`config.mk`:
```
export PLATFORM = sky130hd
export DESIGN_NAME = reg_file_dumper_flat
export DESIGN_NICKNAME = d
export VERILOG_FILES = /design/src/rtl/reg_file_dumper_pkg.sv /design/src/rtl/reg_file_dumper_if.sv /design/src/rtl/reg_file_dumper.sv /design/src/flat_wrapper.sv
export SDC_FILE = /design/constraint.sdc
export NUM_CORES = 1
export LEC_CHECK = 0
export BUFFER_PORTS_ARGS = -buffer_cell sky130_fd_sc_hd__buf_4
export CAP_MARGIN = 5
export CORE_MARGIN = 5
export CORE_UTILIZATION = 45
export DETAILED_ROUTE_END_ITERATION = 7
export PLACE_DENSITY_LB_ADDON = 0.2
export SYNTH_ARGS = -nofsm -noshare
export SYNTH_HDL_FRONTEND = slang
export SYNTH_SLANG_ARGS = --single-unit
```
`constraint.sdc`:
```
create_clock -name clk -period 2.1 [get_ports clk]
set_input_delay 0.105 -clock clk [delete_from_list [all_inputs] [get_ports clk]]
set_output_delay 0.105 -clock clk [all_outputs]
set_load 0.1 [all_outputs]
```
`src/rtl/reg_file_dumper_pkg.sv`:
```
// Shared CPU debug-dump definitions: dumper FSM encoding, word geometry and
// the byte order that the host-side decoder also relies on.
package reg_file_dumper_pkg;

  localparam logic [2:0] ST_IDLE      = 3'd0;
  localparam logic [2:0] ST_LOAD      = 3'd1;
  localparam logic [2:0] ST_SEND      = 3'd2;
  localparam logic [2:0] ST_WAIT_ACK  = 3'd3;
  localparam logic [2:0] ST_WAIT_DONE = 3'd4;
  localparam logic [2:0] ST_NEXT      = 3'd5;
  localparam logic [2:0] ST_DONE      = 3'd6;

  typedef enum logic [2:0] {
    S_IDLE      = ST_IDLE,
    S_LOAD      = ST_LOAD,
    S_SEND      = ST_SEND,
    S_WAIT_ACK  = ST_WAIT_ACK,
    S_WAIT_DONE = ST_WAIT_DONE,
    S_NEXT      = ST_NEXT,
    S_DONE      = ST_DONE
  } dump_state_e;

  localparam int DEF_DATA_W     = 32;
  localparam int BYTES_PER_WORD = DEF_DATA_W / 8;

  // Words go out most significant byte first; the host decoder assumes this.
  localparam bit DUMP_MSB_FIRST = 1'b1;

  function automatic int bytes_per_word(input int data_w);
    return data_w / 8;
  endfunction

endpackage

```
`src/rtl/reg_file_dumper_if.sv`:
```
// Dumper-facing bundle: dump control, register-file debug read port and the
// UART TX byte handshake. master = dumper, slave = CPU/UART side.
interface reg_file_dumper_if #(
  parameter int ADDR_W = 5,
  parameter int DATA_W = 32
);
  logic              start;
  logic              busy;
  logic              done;
  logic [ADDR_W-1:0] rf_read_addr;
  logic [DATA_W-1:0] rf_read_data;
  logic [7:0]        tx_data;
  logic              tx_start;
  logic              tx_busy;

  modport master (
    input  start, rf_read_data, tx_busy,
    output busy, done, rf_read_addr, tx_data, tx_start
  );

  modport slave (
    output start, rf_read_data, tx_busy,
    input  busy, done, rf_read_addr, tx_data, tx_start
  );
endinterface

```
`src/rtl/reg_file_dumper.sv`:
```
// Register-file debug dumper: walks every register through a spare read port
// and streams each word MSB byte first into the UART TX start/busy handshake.
module reg_file_dumper
  import reg_file_dumper_pkg::*;
#(
  parameter int NUM_REGS = 32,
  parameter int ADDR_W   = 5,
  parameter int DATA_W   = 32
) (
  input  logic               clk,
  input  logic               reset,
  reg_file_dumper_if.master  bus
);

  localparam int BPW = bytes_per_word(DATA_W);
  localparam int BCW = (BPW > 1) ? $clog2(BPW) : 1;
  localparam logic [BCW-1:0]    LAST_BYTE = BCW'(BPW - 1);
  localparam logic [ADDR_W-1:0] LAST_IDX  = ADDR_W'(NUM_REGS - 1);

  dump_state_e       state_q, state_d;
  logic [DATA_W-1:0] word_q, word_d, word_shl;
  logic [ADDR_W-1:0] idx_q, idx_d;
  logic [ADDR_W-1:0] addr_q, addr_d;
  logic [BCW-1:0]    byte_cnt_q, byte_cnt_d;
  logic              busy_q, busy_d;
  logic              done_q, done_d;
  logic              tx_start_q, tx_start_d;
  logic [7:0]        tx_data_q, tx_data_d;

  assign word_shl = word_q << 8;

  // tx_start is registered, so it is armed on the transition into SEND
  // whenever the UART is already idle; otherwise SEND arms it itself.
  always_comb begin
    state_d    = state_q;
    word_d     = word_q;
    idx_d      = idx_q;
    addr_d     = addr_q;
    byte_cnt_d = byte_cnt_q;
    busy_d     = busy_q;
    done_d     = 1'b0;
    tx_start_d = 1'b0;
    tx_data_d  = tx_data_q;
    case (state_q)
      S_IDLE: begin
        if (bus.start) begin
          state_d = S_LOAD;
          busy_d  = 1'b1;
          idx_d   = '0;
          addr_d  = '0;
        end
      end
      S_LOAD: begin
        word_d     = bus.rf_read_data;
        byte_cnt_d = '0;
        state_d    = S_SEND;
        if (!bus.tx_busy) begin
          tx_start_d = 1'b1;
          tx_data_d  = bus.rf_read_data[DATA_W-1 -: 8];
        end
      end
      S_SEND: begin
        if (tx_start_q) begin
          state_d = S_WAIT_ACK;
        end else if (!bus.tx_busy) begin
          tx_start_d = 1'b1;
          tx_data_d  = word_q[DATA_W-1 -: 8];
        end
      end
      S_WAIT_ACK: begin
        if (bus.tx_busy) state_d = S_WAIT_DONE;
      end
      S_WAIT_DONE: begin
        if (!bus.tx_busy) begin
          if (byte_cnt_q == LAST_BYTE) begin
            state_d = S_NEXT;
          end else begin
            word_d     = word_shl;
            byte_cnt_d = byte_cnt_q + 1'b1;
            tx_start_d = 1'b1;
            tx_data_d  = word_shl[DATA_W-1 -: 8];
            state_d    = S_SEND;
          end
        end
      end
      S_NEXT: begin
        if (idx_q == LAST_IDX) begin
          state_d = S_DONE;
          done_d  = 1'b1;
        end else begin
          idx_d   = idx_q + 1'b1;
          addr_d  = idx_q + 1'b1;
          state_d = S_LOAD;
        end
      end
      S_DONE: begin
        busy_d  = 1'b0;
        state_d = S_IDLE;
      end
      default: state_d = S_IDLE;
    endcase
  end

  always_ff @(posedge clk or posedge reset) begin
    if (reset) begin
      state_q    <= S_IDLE;
      word_q     <= '0;
      idx_q      <= '0;
      addr_q     <= '0;
      byte_cnt_q <= '0;
      busy_q     <= 1'b0;
      done_q     <= 1'b0;
      tx_start_q <= 1'b0;
      tx_data_q  <= '0;
    end else begin
      state_q    <= state_d;
      word_q     <= word_d;
      idx_q      <= idx_d;
      addr_q     <= addr_d;
      byte_cnt_q <= byte_cnt_d;
      busy_q     <= busy_d;
      done_q     <= done_d;
      tx_start_q <= tx_start_d;
      tx_data_q  <= tx_data_d;
    end
  end

  assign bus.busy         = busy_q;
  assign bus.done         = done_q;
  assign bus.rf_read_addr = addr_q;
  assign bus.tx_data      = tx_data_q;
  assign bus.tx_start     = tx_start_q;

endmodule
```
`src/flat_wrapper.sv`:
```
// flat-port wrapper written by rule: the top's interface ports become plain ports
module reg_file_dumper_flat import reg_file_dumper_pkg::*;
#(
  parameter int NUM_REGS = 32,
  parameter int ADDR_W   = 5,
  parameter int DATA_W   = 32
)
  (clk, reset, bus_start, bus_rf_read_data, bus_tx_busy, bus_busy, bus_done, bus_rf_read_addr, bus_tx_data, bus_tx_start);
  reg_file_dumper_if #(.ADDR_W(ADDR_W), .DATA_W(DATA_W)) bus_i ();
  input  logic clk;
  input  logic reset;
  input wire logic [$bits(bus_i.start)-1:0] bus_start;
  input wire logic [$bits(bus_i.rf_read_data)-1:0] bus_rf_read_data;
  input wire logic [$bits(bus_i.tx_busy)-1:0] bus_tx_busy;
  output wire logic [$bits(bus_i.busy)-1:0] bus_busy;
  output wire logic [$bits(bus_i.done)-1:0] bus_done;
  output wire logic [$bits(bus_i.rf_read_addr)-1:0] bus_rf_read_addr;
  output wire logic [$bits(bus_i.tx_data)-1:0] bus_tx_data;
  output wire logic [$bits(bus_i.tx_start)-1:0] bus_tx_start;
  assign bus_i.start = bus_start;
  assign bus_i.rf_read_data = bus_rf_read_data;
  assign bus_i.tx_busy = bus_tx_busy;
  assign bus_busy = bus_i.busy;
  assign bus_done = bus_i.done;
  assign bus_rf_read_addr = bus_i.rf_read_addr;
  assign bus_tx_data = bus_i.tx_data;
  assign bus_tx_start = bus_i.tx_start;
  reg_file_dumper #(.NUM_REGS(NUM_REGS), .ADDR_W(ADDR_W), .DATA_W(DATA_W)) u_core (.clk(clk), .reset(reset), .bus(bus_i));
endmodule
```
# Word-level counts from Yosys, hierarchy flattened
# Cells that the tools add are included.
# op_classes
add_sub_neg,2
multipliers,0
div_mod_pow,0
magnitude_cmp,0
eq_ne,17
shifts,0
muxes,31
bitwise,0
reduce_logical,10
# op_table
op,n
two-way mux 32 bit,2
one-hot mux 32 bit (2 select lines),1
two-way mux 8 bit,5
one-hot mux 8 bit (3 select lines),1
two-way mux 3 bit,6
one-hot mux 3 bit (6 select lines),1
inequality test 2 bit (second input constant),8
two-way mux 5 bit,2
one-hot mux 5 bit (2 select lines),1
equality test 3 bit (second input constant),3
two-way mux 1 bit,7
equality test 3 x 2 -> 1 bit (second input constant),2
AND reduction 3 bit,2
AND reduction 6 bit,1
nonzero test 2 bit,3
adder 5 x 1 -> 5 bit (second input constant),1
equality test 5 bit (second input constant),1
two-way mux 2 bit,2
one-hot mux 2 bit (2 select lines),1
AND reduction 4 bit,1
equality test 3 x 1 -> 1 bit (second input constant),1
logical NOT 3 bit,1
one-hot mux 1 bit (3 select lines),1
nonzero test 3 bit,1
5 further kinds,5
# totals
regBits,53
latchBits,0
ramBits,0
rom_bits,0
input_bits,36
out_inout_bits,16
elab_cells,68
mem_count,0

# Logic depth before layout (Yosys ltp)
# depth
ltp_word,4
depth_mapped,7
depth_no_buf,7

# Worst setup path before layout
# OpenSTA, ideal clock, no wires.
# synth_timing
kind,flip-flop to flip-flop
from,register u_core.idx_q[0]
to,register u_core.idx_q[2]
setup_ns,0.067
t_arrival_ns,2.358
required_time_ns,2.033
setup_slack_ns,-0.325
stages_incl_launch_ff,8
synth_period_minus_slack_ns,2.425
path_cell_list,dfrtp_1 > ha_1 > and3_1 > ha_1 > and4bb_1 > nor2_1 > nor4b_1 > a21o_1
# synth_via
elab_chain_cells,3
# synth_rtl
element,line_no,source
"start, declared",reg_file_dumper.sv:22,"logic [ADDR_W-1:0] idx_q, idx_d;"
"start signal, assigned",reg_file_dumper.sv:118,idx_q <= idx_d;
adder 5 x 1 -> 5 bit / equality test 5 bit (equally long branches),"reg_file_dumper.sv:91, reg_file_dumper.sv:87",
two-way mux 5 bit / inequality test 2 bit (equally long branches),n/a,
one-hot mux 5 bit (2 select lines) / AND reduction 3 bit (equally long branches),n/a,
# Several ways; a longest one is shown, not always the timed one. The select of a mux whose other input is x is not followed.
# A chain may end at the register's enable or synchronous reset.

# Final worst setup path
# layout_timing
from,register u_core.idx_q[1]
to,register u_core.idx_q[2]
# Same word-level chain as after synthesis.

==> flow_summary.json <==
{
  "status": "finished clean",
  "core_area_um2": 5921,
  "fin_crit_ps": 1912,
  "grtUsageMet2_pct": 25.89,
  "critPathLaunchType": "flop",
  "power.density_nw_per_um2": 1488,
  "synthDistinctLibCells": 38,
  "stdcell_count": 424,
  "synth_largest_area_cell": "dfrtp_1",
  "rsz0062_at_grt": "false",
  "cts-buffers-inserted": 5,
  "path_class": "reg2reg",
  "syn_to_final_growth_pct": 20.38,
  "holdCritStartpoint": "bus_rf_read_data[0]",
  "tightest_slew_ps": 774.6,
  "final_area_um2": 3289,
  "skew_ps": 13.02,
  "drv_slew": 0,
  "io_pins": 52,
  "synth_edf_count": 0,
  "cp_slowest_cell": "dfrtp_2",
  "drive_gt1_share_pct": 22.92,
  "grt_usage_pct": 17.00,
  "wl_um": 6063,
  "grt_overflow": 0,
  "synth-seq-area-share_pct": 48.53,
  "final_nets": 387,
  "place.gp.congestion": 0.7671,
  "cts_max_path_buffers": 2,
  "arrival_ps": 2160,
  "grt_pass1_wl_um": 10370,
  "grt_pass1_vias": 2132,
  "start_util_pct": 46.15,
  "ant_nets": 0,
  "route.detailed.drc": 0,
  "vias_per_cell": 5.347,
  "path_cells": "ha_4, and3_1, ha_1, and4bb_2, nor2_1, nor4b_1, a21o_1",
  "synthArstFlopShare_pct": 100.0,
  "leakage_nw": 1.530,
  "yosys_warnings": 0,
  "r2r_setup_slack_ps": 190,
  "die_area_um2": 7731,
  "critPathTopFamily": "simple AND/OR/NAND/NOR gates",
  "ir_drop_v": 0.001001,
  "ys_top_cells_by_area": "dfrtp_1, nand2_1, a31oi_1",
  "synth.most_common_cell": "nand2_1",
  "setup_tns_ps": 0,
  "end_kind": "flop",
  "min_to": "u_core.word_q[0]",
  "synth_area_um2": 2733,
  "vias": 2267,
  "antenna_found_initial": 0,
  "hold_viol": 0,
  "port_buffers": 51,
  "die_height_um": 87.93,
  "rr_startpoint": "u_core.idx_q[1]",
  "maxClockFrequency_ghz": 0.5229,
  "die_x_um": 87.93,
  "clock_latency_ps": 300,
  "busiest_layer": "met2",
  "crit_fanout": 6,
  "dpl.hpwl_um": 4197,
  "postPlaceCellArea_um2": 3149,
  "syn_area_per_cell_um2": 9.078,
  "setup_viol": 0,
  "reg2reg_to": "u_core.idx_q[2]",
  "cts_tree": "done",
  "cap_violations": 0,
  "synth_top_area_share_pct": 48.53,
  "clkSinkCount": 53,
  "grt_max_degree": 58,
  "met1_usage_pct": 24.61,
  "cp_num_buf_inv": 0,
  "ys.flop_type": "dfrtp_1",
  "synth_nets": 340,
  "reg2reg_depth": 7,
  "h-tree-depth": 2,
  "grt_util_met3_pct": 3.857,
  "firstDrtPassIters": 5,
  "syn_inst": 301,
  "cp.required_ps": 2350,
  "fin_crit_sh_pct": 91.06,
  "num_rows": 28,
  "hold_path_class": "in2reg",
  "root_buffer": "clkbuf_8",
  "drt_iter0_drc": 105,
  "num_antenna_cells": 0,
  "placedCellCount": 414,
  "slew_headroom_pct": 48.25,
  "worst_hold_path.num_cells": 3,
  "wl_per_cell_um": 14.30,
  "path_clk_slew_ps": 100,
  "synth-seq-cells": 53,
  "yosys-top-cells-count": "nand2_1, dfrtp_1, nor2_1",
  "slowest_delay_ps": 450
}
-- cell families (layout without fill, tap and decap cells) --
family                     Yosys count  after routing  share of synthesized area, %
buffers and inverters               26             74                         6.318
DFF                                 53             53                         48.53
AOI/OAI and AO/OA                   73             73                         18.54
adders and majority gates            3              3                         1.374
muxes                                2              2                        0.8241
xor gates and xnor gates             1              1                        0.3206
and+or+nand+nor                    143            143                         24.08
-- worst min-delay path, delay by kind of cell --
kind,cells,cell delay [ps]
AND/OR/NAND/NOR,2,110
buffers and inverters,1,80
-- power breakdown --
group	switching (W)	internal, W
combinational	0.00166	0.000802
clock	0.000327	0.000358
sequential	0.000289	0.00146
total	0.00227	0.00262
-- cells in the final DEF (no fill, tap or decap), drive strengths merged, types with 5 or more instances in the layout --
| cell type | instances |
|---|---|
| clkbuf | 6 |
| dfrtp | 53 |
| nor2 | 30 |
| o21ai | 17 |
| a31oi | 24 |
| nor4b | 5 |
| nand3 | 9 |
| buf | 60 |
| nand2 | 79 |
| a22o | 6 |
| o21bai | 5 |
| nor2b | 6 |
-- through the flow --
step / hold WS (ps) / utilization, % / total power, W / setup WS (ps)
after floorplan: 204.1 / - / 0.003742 / 24.22
after global placement: 296.6 / 53.19 / 0.004164 / 227.2
after detailed placement: 293.1 / 53.19 / 0.004231 / 146.3
after CTS: 1.589 / 55.24 / 0.004930 / 127.2
after global routing: 2.077 / 55.56 / 0.005266 / 80.30
final: 11.49 / 55.56 / 0.004896 / 187.7
-- area by class of cell --
cell class | count | area, um2
sequential | 53 | 1331
clock buffer | 6 | 72.57
multi-input combinational | 222 | 1255
clock inverter | 2 | 38.79
tap | 75 | 93.84
inverter | 4 | 15.01
fill | 585 | 2631
timing repair buffer | 62 | 483.0
-- what timing repair did --
action | in CTS | in global routing
setup buffers | 0 | 0
endpoints found under the hold margin | 34 | 1
hold buffers | 1 | 1
resized for setup | 0 | 1
setup endpoints to repair | 0 | 8
-- worst max path at each step --
stage / startpoint / to / slack, ps / cells after the start
after global routing: u_core.idx_q[1] / u_core.idx_q[2] / 80 / 7
after global placement: u_core.idx_q[1] / u_core.idx_q[2] / 230 / 7
after CTS: u_core.byte_cnt_q[0] / u_core.bus.tx_data[5] / 130 / 4
after detailed placement: u_core.byte_cnt_q[0] / u_core.bus.tx_data[5] / 150 / 4
final: u_core.idx_q[1] / u_core.idx_q[2] / 190 / 7
after floorplan: u_core.idx_q[1] / u_core.idx_q[2] / 20 / 7
-- state kept, by name, summed over array words and instances, names as in the netlist --
register,flops
u_core.word_q,32
u_core.idx_q,5
u_core.bus.tx_start,1
u_core.byte_cnt_q,2
u_core.state_q,3
u_core.bus.tx_data,8
u_core.bus.busy,1
u_core.bus.done,1
-- layer usage --
metal / part of all wire (%) / routed length [um] / vias up
li1: - / - / 1152
met1: 48 / 2938 / 1057
met4: 1.0 / 62 / 0
met2: 45 / 2726 / 52
met5: 0 / 0 / -
met3: 5.5 / 335 / 6
No activity file was read; power rests on OpenSTA's default activity.
